`src/rtl/immediate_decode_stage_pkg.sv`:
```
// Shared CPU decode definitions: immediate format codes, base opcodes and the
// opcode-to-format classifier used by the control unit.
package immediate_decode_stage_pkg;

  typedef enum logic [2:0] {
    FMT_NONE = 3'b000,
    FMT_SH   = 3'b001,
    FMT_I    = 3'b010,
    FMT_S    = 3'b011,
    FMT_B    = 3'b100,
    FMT_U    = 3'b101,
    FMT_J    = 3'b110,
    FMT_Z    = 3'b111
  } imm_fmt_e;

  typedef struct packed {
    imm_fmt_e fmt;
    logic     illegal;
  } imm_dec_t;

  localparam logic [6:0] OPC_LOAD   = 7'b0000011;
  localparam logic [6:0] OPC_JALR   = 7'b1100111;
  localparam logic [6:0] OPC_OP_IMM = 7'b0010011;
  localparam logic [6:0] OPC_STORE  = 7'b0100011;
  localparam logic [6:0] OPC_BRANCH = 7'b1100011;
  localparam logic [6:0] OPC_LUI    = 7'b0110111;
  localparam logic [6:0] OPC_AUIPC  = 7'b0010111;
  localparam logic [6:0] OPC_JAL    = 7'b1101111;
  localparam logic [6:0] OPC_SYSTEM = 7'b1110011;
  localparam logic [6:0] OPC_OP     = 7'b0110011;

  // Shift-immediates share OP_IMM with the I-type ALU ops; funct3 tells them apart.
  function automatic imm_dec_t decode_opcode(input logic [6:0] opcode,
                                             input logic [2:0] funct3);
    imm_dec_t d;
    d.fmt     = FMT_NONE;
    d.illegal = 1'b0;
    case (opcode)
      OPC_LOAD, OPC_JALR: d.fmt = FMT_I;
      OPC_OP_IMM: begin
        if ((funct3 == 3'b001) || (funct3 == 3'b101)) begin
          d.fmt = FMT_SH;
        end else begin
          d.fmt = FMT_I;
        end
      end
      OPC_STORE:          d.fmt = FMT_S;
      OPC_BRANCH:         d.fmt = FMT_B;
      OPC_LUI, OPC_AUIPC: d.fmt = FMT_U;
      OPC_JAL:            d.fmt = FMT_J;
      OPC_SYSTEM: begin
        if (funct3[2]) begin
          d.fmt = FMT_Z;
        end else begin
          d.fmt = FMT_I;
        end
      end
      OPC_OP:             d.fmt = FMT_NONE;
      default: begin
        d.fmt     = FMT_NONE;
        d.illegal = 1'b1;
      end
    endcase
    return d;
  endfunction

endpackage

```
`src/rtl/immediate_decode_stage_format_mux.sv`:
```
// Combinational immediate extractor: assembles the 32-bit immediate for the
// selected format, then sign-extends it to XLEN.
module immediate_format_mux
  import immediate_decode_stage_pkg::*;
#(
  parameter int XLEN = 32
) (
  input  logic [31:0]     instr,
  input  imm_fmt_e        fmt,
  output logic [XLEN-1:0] imm
);

  logic [31:0] imm32_s;
  logic        unused_opcode_s;

  assign unused_opcode_s = ^instr[6:0];

  // SH and Z carry a zero top bit, so the common sign extension leaves them zero-extended.
  always_comb begin
    imm32_s = 32'h0000_0000;
    case (fmt)
      FMT_NONE: imm32_s = 32'h0000_0000;
      FMT_SH: begin
        if (XLEN == 64) begin
          imm32_s = {26'b0, instr[25:20]};
        end else begin
          imm32_s = {27'b0, instr[24:20]};
        end
      end
      FMT_I: imm32_s = {{21{instr[31]}}, instr[30:20]};
      FMT_S: imm32_s = {{21{instr[31]}}, instr[30:25], instr[11:7]};
      FMT_B: imm32_s = {{20{instr[31]}}, instr[7], instr[30:25], instr[11:8], 1'b0};
      FMT_U: imm32_s = {instr[31], instr[30:12], 12'b0};
      FMT_J: imm32_s = {{12{instr[31]}}, instr[19:12], instr[20], instr[30:21], 1'b0};
      FMT_Z: imm32_s = {27'b0, instr[19:15]};
      default: imm32_s = 32'h0000_0000;
    endcase
    imm = XLEN'($signed(imm32_s));
  end

endmodule

```
`src/rtl/immediate_decode_stage.sv`:
```
// Immediate decode stage: format selection (explicit or from the opcode),
// extraction, and a single valid/ready output register with flush.
module immediate_decode_stage
  import immediate_decode_stage_pkg::*;
#(
  parameter int XLEN        = 32,
  parameter int AUTO_DECODE = 0
) (
  input  logic            clk,
  input  logic            rst,
  input  logic            flush,
  input  logic            in_valid,
  output logic            in_ready,
  input  logic [31:0]     instr,
  input  logic [2:0]      imm_src,
  output logic            out_valid,
  input  logic            out_ready,
  output logic [XLEN-1:0] imm,
  output logic [2:0]      fmt,
  output logic            illegal
);

  imm_dec_t        dec_s;
  imm_fmt_e        fmt_sel_s;
  logic            illegal_sel_s;
  logic [XLEN-1:0] imm_ext_s;

  logic            valid_q, valid_d;
  logic [XLEN-1:0] imm_q, imm_d;
  imm_fmt_e        fmt_q, fmt_d;
  logic            illegal_q, illegal_d;

  // Format select: opcode decode when AUTO_DECODE, otherwise the explicit imm_src.
  always_comb begin
    dec_s = decode_opcode(instr[6:0], instr[14:12]);
    if (AUTO_DECODE != 0) begin
      fmt_sel_s     = dec_s.fmt;
      illegal_sel_s = dec_s.illegal;
    end else begin
      fmt_sel_s     = imm_fmt_e'(imm_src);
      illegal_sel_s = 1'b0;
    end
  end

  immediate_format_mux #(
    .XLEN(XLEN)
  ) u_format_mux (
    .instr(instr),
    .fmt  (fmt_sel_s),
    .imm  (imm_ext_s)
  );

  assign in_ready = !valid_q || out_ready;

  // Output register next state; an empty register always holds zeros.
  always_comb begin
    valid_d   = valid_q;
    imm_d     = imm_q;
    fmt_d     = fmt_q;
    illegal_d = illegal_q;
    if (flush) begin
      valid_d   = 1'b0;
      imm_d     = '0;
      fmt_d     = FMT_NONE;
      illegal_d = 1'b0;
    end else if (in_valid && in_ready) begin
      valid_d   = 1'b1;
      imm_d     = imm_ext_s;
      fmt_d     = fmt_sel_s;
      illegal_d = illegal_sel_s;
    end else if (valid_q && out_ready) begin
      valid_d   = 1'b0;
      imm_d     = '0;
      fmt_d     = FMT_NONE;
      illegal_d = 1'b0;
    end else begin
      valid_d   = valid_q;
      imm_d     = imm_q;
      fmt_d     = fmt_q;
      illegal_d = illegal_q;
    end
  end

  // State register with synchronous reset.
  always_ff @(posedge clk) begin
    if (rst) begin
      valid_q   <= 1'b0;
      imm_q     <= '0;
      fmt_q     <= FMT_NONE;
      illegal_q <= 1'b0;
    end else begin
      valid_q   <= valid_d;
      imm_q     <= imm_d;
      fmt_q     <= fmt_d;
      illegal_q <= illegal_d;
    end
  end

  assign out_valid = valid_q;
  assign imm       = imm_q;
  assign fmt       = fmt_q;
  assign illegal   = illegal_q;

endmodule
```
`config.mk`:
```
export PLATFORM = sky130hd
export DESIGN_NAME = immediate_decode_stage
export DESIGN_NICKNAME = d
export VERILOG_FILES = /design/src/rtl/immediate_decode_stage_pkg.sv /design/src/rtl/immediate_decode_stage_format_mux.sv /design/src/rtl/immediate_decode_stage.sv
export SDC_FILE = /design/constraint.sdc
export NUM_CORES = 1
export LEC_CHECK = 0
export BUFFER_PORTS_ARGS = -buffer_cell sky130_fd_sc_hd__buf_2
export CAP_MARGIN = 10
export CORE_AREA = 2 2 99 53
export CTS_CLUSTER_DIAMETER = 40
export DETAILED_ROUTE_END_ITERATION = 8
export DIE_AREA = 0 0 101 55
export PLACE_DENSITY_LB_ADDON = 0.2
export SLEW_MARGIN = 10
export SYNTH_ARGS = -nofsm -noshare
export SYNTH_HDL_FRONTEND = slang
export SYNTH_SLANG_ARGS = --single-unit
```
`constraint.sdc`:
```
create_clock -name clk -period 1.3 [get_ports clk]
set_input_delay 0.195 -clock clk [delete_from_list [all_inputs] [get_ports clk]]
set_output_delay 0.195 -clock clk [all_outputs]
set_load 0.1 [all_outputs]
```
==> results of run 1 <==
## final timing paths
path,to,slack (ns),depth (start not counted)
worst min-delay path,imm[10]$_SDFFE_PP0P_,0.17,3
worst max-delay path,imm[17]$_SDFFE_PP0P_,0.03,5
worst min register to register,imm[29]$_SDFFE_PP0P_,0.45,2
worst max register to register,imm[17]$_SDFFE_PP0P_,0.03,5
## per-layer routing
metal	part of all wire (%)	wire length (um)	track usage (%)	vias to the layer above
met1	52	3000	30.8	986
met3	7.1	408	5.28	4
met4	0.33	19	4.73	0
li1	-	-	-	1036
met2	40	2320	29.6	78
met5	0	0	0	-
## what timing repair did
| action | 4_1_cts | 5_1_grt |
|---|---|---|
| endpoints found under the setup margin | 3 | 34 |
| resized for setup | 1 | 16 |
| pin swaps | 0 | 8 |
## worst max-delay path: cells and delay by family, from the launching register on
| kind | cells | cell delay [ns] |
|---|---|---|
| buffers and inverters | 1 | 0.14 |
| and+or+nand+nor | 2 | 0.23 |
| muxes | 1 | 0.20 |
| AOI/OAI and AO/OA | 1 | 0.22 |
| DFF | 1 | 0.37 |
## kinds of logic after synthesis
family | Yosys count | synth area share [%]
flip-flops | 36 | 36.9
AO/OA/AOI/OAI | 100 | 34.2
XOR/XNOR | 1 | 0.449
other | 1 | 0.192
AND/OR/NAND/NOR | 67 | 17.5
buffers and inverters | 29 | 7.12
multiplexers | 7 | 3.59
## stage by stage
| stage | setup slack, ns | instance area, um2 | hold slack (ns) | instances |
|---|---|---|---|---|
| after floorplan | -0.244 | 1970 | 0.343 | 241 |
| after detailed placement | -0.112 | 2540 | 0.444 | 377 |
| final | 0.0314 | 2720 | 0.172 | 385 |
| after global routing | -0.0127 | 2720 | 0.175 | 385 |
| after CTS | 0.00618 | 2670 | 0.169 | 385 |
| after global placement | -0.0751 | 2540 | 0.439 | 377 |
## cell usage in the layout, fill, tap and decap left out, types with 6 or more instances in the layout
| master | instances |
|---|---|
| inv_1 | 6 |
| a21boi_0 | 8 |
| nand3b_1 | 11 |
| mux2i_1 | 6 |
| buf_4 | 27 |
| dfxtp_1 | 34 |
| a21oi_1 | 24 |
| o21ai_0 | 24 |
| nor2_1 | 15 |
| buf_2 | 61 |
| nand2_1 | 23 |
| a22oi_1 | 9 |
## registers in the layout (all words and copies together) (netlist names)
| signal | flops |
|---|---|
| imm | 32 |
| out_valid | 1 |
| fmt | 3 |
## area by class of cell
type	instances	area, um2	area share, %
clock inverters	3	42.5	1.56
multi-input cells	176	1150	42.2
flip-flops and latches	36	726	26.7
clock buffers	5	68.8	2.53
well taps	60	75.1	2.76
inverters	6	22.5	0.828
repair buffers	99	639	23.5
## power groups by stage
| stage | registers, W | clock network, W | logic, W |
|---|---|---|---|
| floorplan | 0.00137 | 0 | 0.000289 |
| global placement | 0.00117 | 0 | 0.000711 |
| detailed placement | 0.00117 | 0 | 0.000719 |
| CTS | 0.00114 | 0.00101 | 0.000726 |
| global route | 0.00115 | 0.00107 | 0.000795 |
| finish | 0.00115 | 0.000988 | 0.000746 |
==> results.py, run 1 <==
metrics = {
    "run_status": {
        "outcome": "finished, final reports clean",
    },
    "synthesis": {
        "synth_cell_type_count": 34,
        "avgSynthCellArea_um2": 8.09,
        "yosysWarnings": 0,
        "syn_inst": 241,
        "yosys.area.top_type": "dfxtp_1",
        "synth_edf_count": 0,
        "synth.most_common_cell": "dfxtp_1",
        "synthTopCellsByCount": "36 x dfxtp_1, 25 x o21ai_0, 24 x a21oi_1",
        "yosysTopAreaCellShare_pct": 36.9,
        "ys_ff_latch": 36,
        "synth_area_um2": 1950,
        "ys_seq_area_share_pct": 36.9,
        "synthFlopType": "dfxtp_1",
        "synth_area_leaders": "dfxtp_1 37%, o21ai_0 6.4%, a21oi_1 6.2%, nand2_1 4.4%, nand3b_1 4.2%",
        "synthArstFlopShare_pct": 0,
        "syn_nets": 281,
    },
    "sta": {
        "grt_setup_unrepaired": "true",
        "layout_min_cycle_time_ns": 1.27,
        "tns_ns": 0,
        "maxSlewViolCount": 0,
        "fmax_mhz": 788,
        "setup_violations": 0,
        "final_hold_viol_count": 0,
        "post-route-period-util_pct": 97.6,
        "tightest_slew_ns": 0.513,
        "fin_skew_ns": 0.00183,
        "relSlewSlack_pct": 65.8,
    },
    "die": {
        "fp.dieW_um": 101,
        "fp.dieH_um": 55,
        "fp-row-count": 18,
        "core_area_um2": 4730,
        "dieArea_um2": 5560,
        "ios": 78,
        "initial_core_util_pct": 41.2,
    },
    "worst_setup_path": {
        "cp_max_fo": 5,
        "crit_arrival_ns": 1.45,
        "critPathLaunch": "out_valid$_SDFFE_PP0P_",
        "r2r_start": "out_valid$_SDFFE_PP0P_",
        "end_kind": "flip-flop",
        "cpPeakStageDelay_ns": 0.37,
        "worstPathRequired_ns": 1.48,
        "timing.critical_path.cells": "mux2i_4 -> buf_6 -> and2_1 -> a211oi_1 -> nor2_1",
        "cp_slowest_cell": "dfxtp_4",
        "worstSetupPathType": "flip-flop to flip-flop",
        "start_kind": "flip-flop",
    },
    "pwr": {
        "p_int_w": 0.00195,
        "power_w": 0.00288,
        "power.density_nw_per_um2": 1060,
        "power_switching_w": 0.000934,
        "ir_drop_uv": 488,
        "seqPwrFrac_pct": 39.8,
        "power_leakage_nw": 1.20,
        "swShare_pct": 32.4,
        "combinationalPowerShare_pct": 25.9,
        "power_frac_clock_pct": 34.3,
    },
    "job": {
        "maxCapViolCount": 0,
    },
    "place": {
        "gp_congestion": 0.826,
        "numPortBuffers": 69,
        "dpl.hpwl_mm": 4.27,
    },
    "routing": {
        "firstDrtPassIters": 4,
        "viasPerCell": 5.46,
        "avgRoutedWirePerCell_um": 14.9,
        "post-route-drc-count": 0,
        "vias": 2104,
        "ant_nets": 0,
        "wl_mm": 5.74,
        "drt_first_iter_violations": 81,
    },
    "cts": {
        "root_buffer": "clkbuf_8",
        "clk_pin_slew_ns": 0.07,
        "cts_hold_buf": 0,
        "cts_buffers": 5,
        "cts_sinks": 36,
        "cts_setup_buffers": 0,
        "cts-htree-levels": 2,
        "clock_latency_ns": 0.29,
        "cts_buffer_depth": 2,
        "cts_tree": "built",
    },
    "hold_path": {
        "hold_start": "instr[30]",
        "hp-class": "input port to flip-flop",
    },
    "layout": {
        "nets": 364,
        "antenna_cells": 0,
        "drive_above_1_share_pct": 37.2,
        "num-fill-cells": 447,
        "area_growth_pct": 39.5,
        "utilization_pct": 57.5,
    },
    "global_routing": {
        "track_usage_pct": 20.7,
        "grt_start_max_net_pins": 28,
        "grt_pass1_vias": 1762,
        "antenna_found_initial": 0,
        "gr-total-overflow": 0,
        "grt_pass1_wl_mm": 8.66,
    },
}
Note: power is estimated with default switching activity, not from simulation.
==> inputs of run 2 (changes only) <==
--- a/config.mk
+++ b/config.mk
@@ -5,12 +5,13 @@
 export SDC_FILE = /design/constraint.sdc
 export NUM_CORES = 1
 export LEC_CHECK = 0
+export ABC_AREA = 1
 export BUFFER_PORTS_ARGS = -buffer_cell sky130_fd_sc_hd__buf_2
 export CAP_MARGIN = 10
-export CORE_AREA = 2 2 99 53
+export CORE_AREA = 2 2 95 51
 export CTS_CLUSTER_DIAMETER = 40
 export DETAILED_ROUTE_END_ITERATION = 8
-export DIE_AREA = 0 0 101 55
+export DIE_AREA = 0 0 97 53
 export PLACE_DENSITY_LB_ADDON = 0.2
 export SLEW_MARGIN = 10
 export SYNTH_ARGS = -nofsm -noshare
==> run 2 against run 1 <==
Compared with the run above:
- clock power fell by 11%
- critical endpoint is now imm[19]
- combinational power fell by 6.8%
- register-to-register slack improved by 0.099 ns
- critical path type is now flip-flop to primary output
- non-clock buffer count fell by 18
- via count fell by 12%
- count of clock-buffer cells in the layout rose by 3
- cell area fell by 6.4%
- final cell count fell by 1.8%
==> results.py, run 2 <==
metrics = {
    "run_status": {
        "outcome": "finished, final reports clean",
    },
    "worst_setup_path": {
        "timing.critical_path.cells": "buf_2",
        "cp_max_fo": 2,
        "critPathBufInv": 1,
        "cp_slowest_cell": "buf_2",
        "crit_arrival_ns": 1.05,
        "start_kind": "flip-flop",
        "end_kind": "primary output",
        "worstPathRequired_ns": 1.11,
        "cpPeakStageDelay_ns": 0.43,
        "worstSetupPathType": "flip-flop to primary output",
        "critPathTopFamily": "buffers and inverters",
    },
    "synthesis": {
        "syn_nets": 290,
        "synthTopCellsByCount": "101 x nand2_1, 36 x dfxtp_1, 26 x a21oi_1",
        "synth_edf_count": 0,
        "ys_seq_area_share_pct": 40.6,
        "synthArstFlopShare_pct": 0,
        "syn_inst": 250,
        "yosysTopAreaCellShare_pct": 40.6,
        "ys_ff_latch": 36,
        "synthFlopType": "dfxtp_1",
        "synth_area_leaders": "dfxtp_1 41%, nand2_1 21%, a21oi_1 7.3%, nand3_1 7.0%, a21oi_2 5.4%",
        "synth.most_common_cell": "nand2_1",
        "synth_cell_type_count": 21,
        "yosysWarnings": 0,
        "yosys.area.top_type": "dfxtp_1",
        "avgSynthCellArea_um2": 7.11,
        "synth_area_um2": 1780,
    },
    "layout": {
        "largest_reg_flops": 32,
        "final_common_cell": "nand2_1",
        "mostFrequentLayoutCells": "94 x nand2_1, 53 x buf_2, 35 x dfxtp_1, 26 x a21oi_1, 25 x nand3_1",
        "area_growth_pct": 43.3,
        "drive_above_1_share_pct": 37.4,
        "nets": 360,
        "instances_no_fill": 378,
        "antenna_cells": 0,
    },
    "global_routing": {
        "gr-total-overflow": 0,
        "grt_pass1_wl_mm": 8.09,
        "antenna_found_initial": 0,
        "grt_pass1_vias": 1633,
        "track_usage_pct": 20.4,
        "grt_start_max_net_pins": 37,
    },
    "die": {
        "fp.dieW_um": 97,
        "ios": 78,
        "core_area_um2": 4280,
        "fp-row-count": 17,
        "initial_core_util_pct": 41.6,
        "dieArea_um2": 5140,
        "fp.dieH_um": 53,
    },
    "sta": {
        "grt_setup_unrepaired": "false",
        "setup_violations": 0,
        "fmax_mhz": 801,
        "post-route-period-util_pct": 96.1,
        "hold_slack_ns": 0.163,
        "final_hold_viol_count": 0,
        "maxSlewViolCount": 0,
        "fin_skew_ns": 0.00258,
        "worst_slack_ns": 0.0511,
        "layout_min_cycle_time_ns": 1.25,
        "tns_ns": 0,
    },
    "place": {
        "gp_congestion": 0.868,
        "dpl.cell_count": 370,
        "dpl.hpwl_mm": 3.60,
        "dpl_worst_slack_ns": 0.0410,
        "numPortBuffers": 69,
    },
    "cts": {
        "cts_buffers": 5,
        "clock_latency_ns": 0.29,
        "cts_buffer_depth": 2,
        "cts-htree-levels": 2,
        "clk_pin_slew_ns": 0.07,
        "cts_sinks": 36,
        "cts_tree": "built",
        "cts_resized": 0,
        "root_buffer": "clkbuf_8",
        "cts_hold_buf": 0,
        "cts_setup_buffers": 0,
    },
    "hold_path": {
        "hp-class": "input port to flip-flop",
    },
    "pwr": {
        "power_leakage_nw": 1.15,
        "ir_drop_uv": 457,
        "power.density_nw_per_um2": 1070,
    },
    "routing": {
        "firstDrtPassIters": 4,
        "avgRoutedWirePerCell_um": 13.1,
        "wl_mm": 4.97,
        "drt_first_iter_violations": 180,
        "post-route-drc-count": 0,
        "viasPerCell": 4.92,
        "ant_nets": 0,
        "vias": 1861,
    },
    "job": {
        "maxCapViolCount": 0,
    },
}
run 2: routing by layer:
metal / share of wire [%] / GRT usage, % / up-vias
met5: 0 / 0 / -
li1: - / - / 962
met3: 10 / 7.27 / 0
met2: 36 / 25.3 / 81
met1: 54 / 31.9 / 818
met4: 0 / 4.23 / 0
run 2: area by class of cell:
cell class	instances	area, um2
fill	401	1730
multi-input combinational	190	960
sequential	36	724
timing repair buffer	81	663
clock buffer	8	100
tap	57	71.3
inverter	6	27.5
run 2: path summary, 6_finish.rpt:
kind	startpoint	to	slack (ns)	cells after the start
max	imm[19]$_SDFFE_PP0P_	imm[19]	0.05	1
min	instr[25]	imm[5]$_SDFFE_PP0P_	0.16	3
max reg2reg	out_valid$_SDFFE_PP0P_	imm[31]$_SDFFE_PP0P_	0.13	7
min reg2reg	imm[8]$_SDFFE_PP0P_	imm[8]$_SDFFE_PP0P_	0.46	2
run 2: worst register-to-register path, stage by stage, from the launching register on:
cell and delay (ns):
dfxtp_4 0.38, nand2_8 0.09, nand2_4 0.09, inv_6 0.17, nand2_1 0.09, nand2_1 0.07, nand3b_1 0.07, a21oi_1 0.14
run 2: power by group:
part           total [W]  switching [W]  internal (W)
logic           0.000695       0.000491      0.000203
clock network   0.000876       0.000392      0.000484
registers        0.00116      0.0000238       0.00113
total            0.00273       0.000907       0.00182
run 2: per-stage QoR:
step | utilization, % | cell area (um2) | power, W
after detailed placement | 57.0 | 2440 | 0.00187
final | 59.6 | 2550 | 0.00273
after global placement | 57.0 | 2440 | 0.00187
after global routing | 59.6 | 2550 | 0.00286
after CTS | 59.4 | 2540 | 0.00275
after floorplan | - | 1860 | 0.00168
run 2: cells by family (layout without fill, tap and decap cells):
family,after synthesis,after routing,synth area share [%]
AND/OR/NAND/NOR,150,150,37.6
other,1,1,0.211
flip-flops,36,36,40.6
AO/OA/AOI/OAI,39,39,13.7
buffers and inverters,24,95,7.89
==> inputs of run 3 (changes only) <==
--- a/config.mk
+++ b/config.mk
@@ -8,10 +8,10 @@
 export ABC_AREA = 1
 export BUFFER_PORTS_ARGS = -buffer_cell sky130_fd_sc_hd__buf_2
 export CAP_MARGIN = 10
-export CORE_AREA = 2 2 95 51
+export CORE_AREA = 2 2 98 53
 export CTS_CLUSTER_DIAMETER = 40
 export DETAILED_ROUTE_END_ITERATION = 8
-export DIE_AREA = 0 0 97 53
+export DIE_AREA = 0 0 100 55
 export PLACE_DENSITY_LB_ADDON = 0.2
 export SLEW_MARGIN = 10
 export SYNTH_ARGS = -nofsm -noshare
==> run 3 against run 2 <==
Compared with the run above:
- worst setup slack better by 0.0019 ns
- core utilization is 4.4 points lower
- clock skew hardly changed
==> results.py, run 3 (same netlist as run 2, synthesis figures left out) <==
metrics = {
    "run_status": {
        "outcome": "finished, final reports clean",
    },
    "sta": {
        "maxSlewViolCount": 0,
        "final_hold_viol_count": 0,
        "grt_setup_unrepaired": "false",
        "post-route-period-util_pct": 95.9,
        "fmax_mhz": 802,
        "fin_skew_ns": 0.00281,
        "worst_slack_ns": 0.0530,
        "hold_slack_ns": 0.165,
        "layout_min_cycle_time_ns": 1.25,
        "tns_ns": 0,
        "setup_violations": 0,
    },
    "cts": {
        "cts_buffers": 5,
        "cts_sinks": 36,
        "clk_pin_slew_ns": 0.07,
        "cts_setup_buffers": 0,
        "cts_buffer_depth": 2,
        "clock_latency_ns": 0.29,
        "cts-htree-levels": 2,
        "cts_tree": "built",
        "root_buffer": "clkbuf_8",
    },
    "worst_setup_path": {
        "worstSetupPathType": "flip-flop to primary output",
        "worstPathRequired_ns": 1.11,
        "cp_max_fo": 2,
        "critPathBufInv": 1,
        "critPathTopFamily": "buffers and inverters",
        "start_kind": "flip-flop",
        "rr_worst_depth": 7,
        "end_kind": "primary output",
        "timing.critical_path.cells": "buf_2",
        "cpPeakStageDelay_ns": 0.43,
        "crit_cells": 1,
        "crit_arrival_ns": 1.05,
        "cp_slowest_cell": "buf_2",
    },
    "routing": {
        "wl_mm": 4.91,
        "firstDrtPassIters": 4,
        "vias": 1850,
        "post-route-drc-count": 0,
        "drt_first_iter_violations": 130,
        "avgRoutedWirePerCell_um": 13.0,
        "ant_nets": 0,
        "viasPerCell": 4.88,
    },
    "pwr": {
        "power.density_nw_per_um2": 1040,
        "swShare_pct": 34.3,
        "combinationalPowerShare_pct": 25.9,
        "power_leakage_nw": 1.15,
        "ir_drop_uv": 470,
        "power_frac_clock_pct": 30.9,
        "p_int_w": 0.00176,
        "seqPwrFrac_pct": 43.2,
        "power_switching_w": 0.000918,
    },
    "global_routing": {
        "grt_pass1_wl_mm": 7.68,
        "grt_pass1_vias": 1514,
        "antenna_found_initial": 0,
        "gr-total-overflow": 0,
        "grt_start_max_net_pins": 37,
        "track_usage_pct": 18.8,
    },
    "hold_path": {
        "hold_depth": 3,
        "hp-class": "input port to flip-flop",
    },
    "place": {
        "numPortBuffers": 69,
        "dpl.hpwl_mm": 3.61,
        "gp_congestion": 0.898,
        "dpl_worst_slack_ns": 0.0322,
        "place_area_um2": 2490,
    },
    "die": {
        "fp.dieW_um": 100,
        "core_area_um2": 4680,
        "initial_core_util_pct": 37.9,
        "dieArea_um2": 5500,
        "ios": 78,
        "fp.dieH_um": 55,
        "fp-row-count": 18,
    },
    "layout": {
        "antenna_cells": 0,
        "mostFrequentLayoutCells": "94 x nand2_1, 51 x buf_2, 35 x dfxtp_1, 26 x a21oi_1, 25 x nand3_1",
        "largest_reg_flops": 32,
        "nets": 358,
        "stdcell_area_um2": 2580,
        "drive_above_1_share_pct": 37.3,
        "area_growth_pct": 45.4,
        "utilization_pct": 55.1,
        "final_common_cell": "nand2_1",
    },
    "job": {
        "maxCapViolCount": 0,
    },
}
## run 3: changes by cell type in the layout (fill, tap and decap cells not counted)
cell	delta
buf_12	+4
buf_2	-2
clkbuf_4	-2
clkbuf_8	-1
clkinv_2	+2
clkbuf_1	-1
buf_4	-2
## run 3: final cells by class
cell class | count | area, um2
clock buffer | 6 | 82.6
clock inverter | 2 | 10.0
fill | 463 | 2100
inverter | 6 | 27.5
multi-input combinational | 190 | 960
sequential | 36 | 724
tap | 60 | 75.1
timing repair buffer | 79 | 703
## run 3: power groups by stage
stage / Sequential, W / Combinational, W / Clock (W)
3_3_place_gp: 0.00118 / 0.000692 / 0
2_1_floorplan: 0.00139 / 0.000294 / 0
6_report: 0.00116 / 0.000694 / 0.000829
3_5_place_dp: 0.00118 / 0.000692 / 0
4_1_cts: 0.00116 / 0.000696 / 0.000849
5_1_grt: 0.00116 / 0.000744 / 0.000903
## run 3: metal layers
| layer | global-route usage [%] | vias to the layer above | part of all wire, % |
|---|---|---|---|
| met4 | 5.48 | 0 | 0.79 |
| met1 | 28.8 | 815 | 53 |
| met2 | 23.1 | 63 | 36 |
| met3 | 7.41 | 5 | 10 |
| met5 | 0 | - | 0 |
| li1 | - | 967 | - |
## run 3: path summary, 6_finish.rpt
kind | start | to | slack, ns
min reg2reg | imm[9]$_SDFFE_PP0P_ | imm[9]$_SDFFE_PP0P_ | 0.46
max reg2reg | out_valid$_SDFFE_PP0P_ | imm[31]$_SDFFE_PP0P_ | 0.14
max | fmt[0]$_SDFFE_PP0P_ | fmt[0] | 0.05
min | instr[25] | imm[5]$_SDFFE_PP0P_ | 0.16
## run 3: stage by stage
step           total power [W]  instances
6_report               0.00268        379
5_1_grt                0.00281        379
4_1_cts                0.00270        379
3_5_place_dp           0.00187        371
3_3_place_gp           0.00187        371
2_1_floorplan          0.00168        250
## run 3: timing repair
| action | in CTS | in global routing |
|---|---|---|
| resized for setup | 0 | 1 |
| setup endpoints to repair | 0 | 1 |
| hold buffers | 0 | 0 |
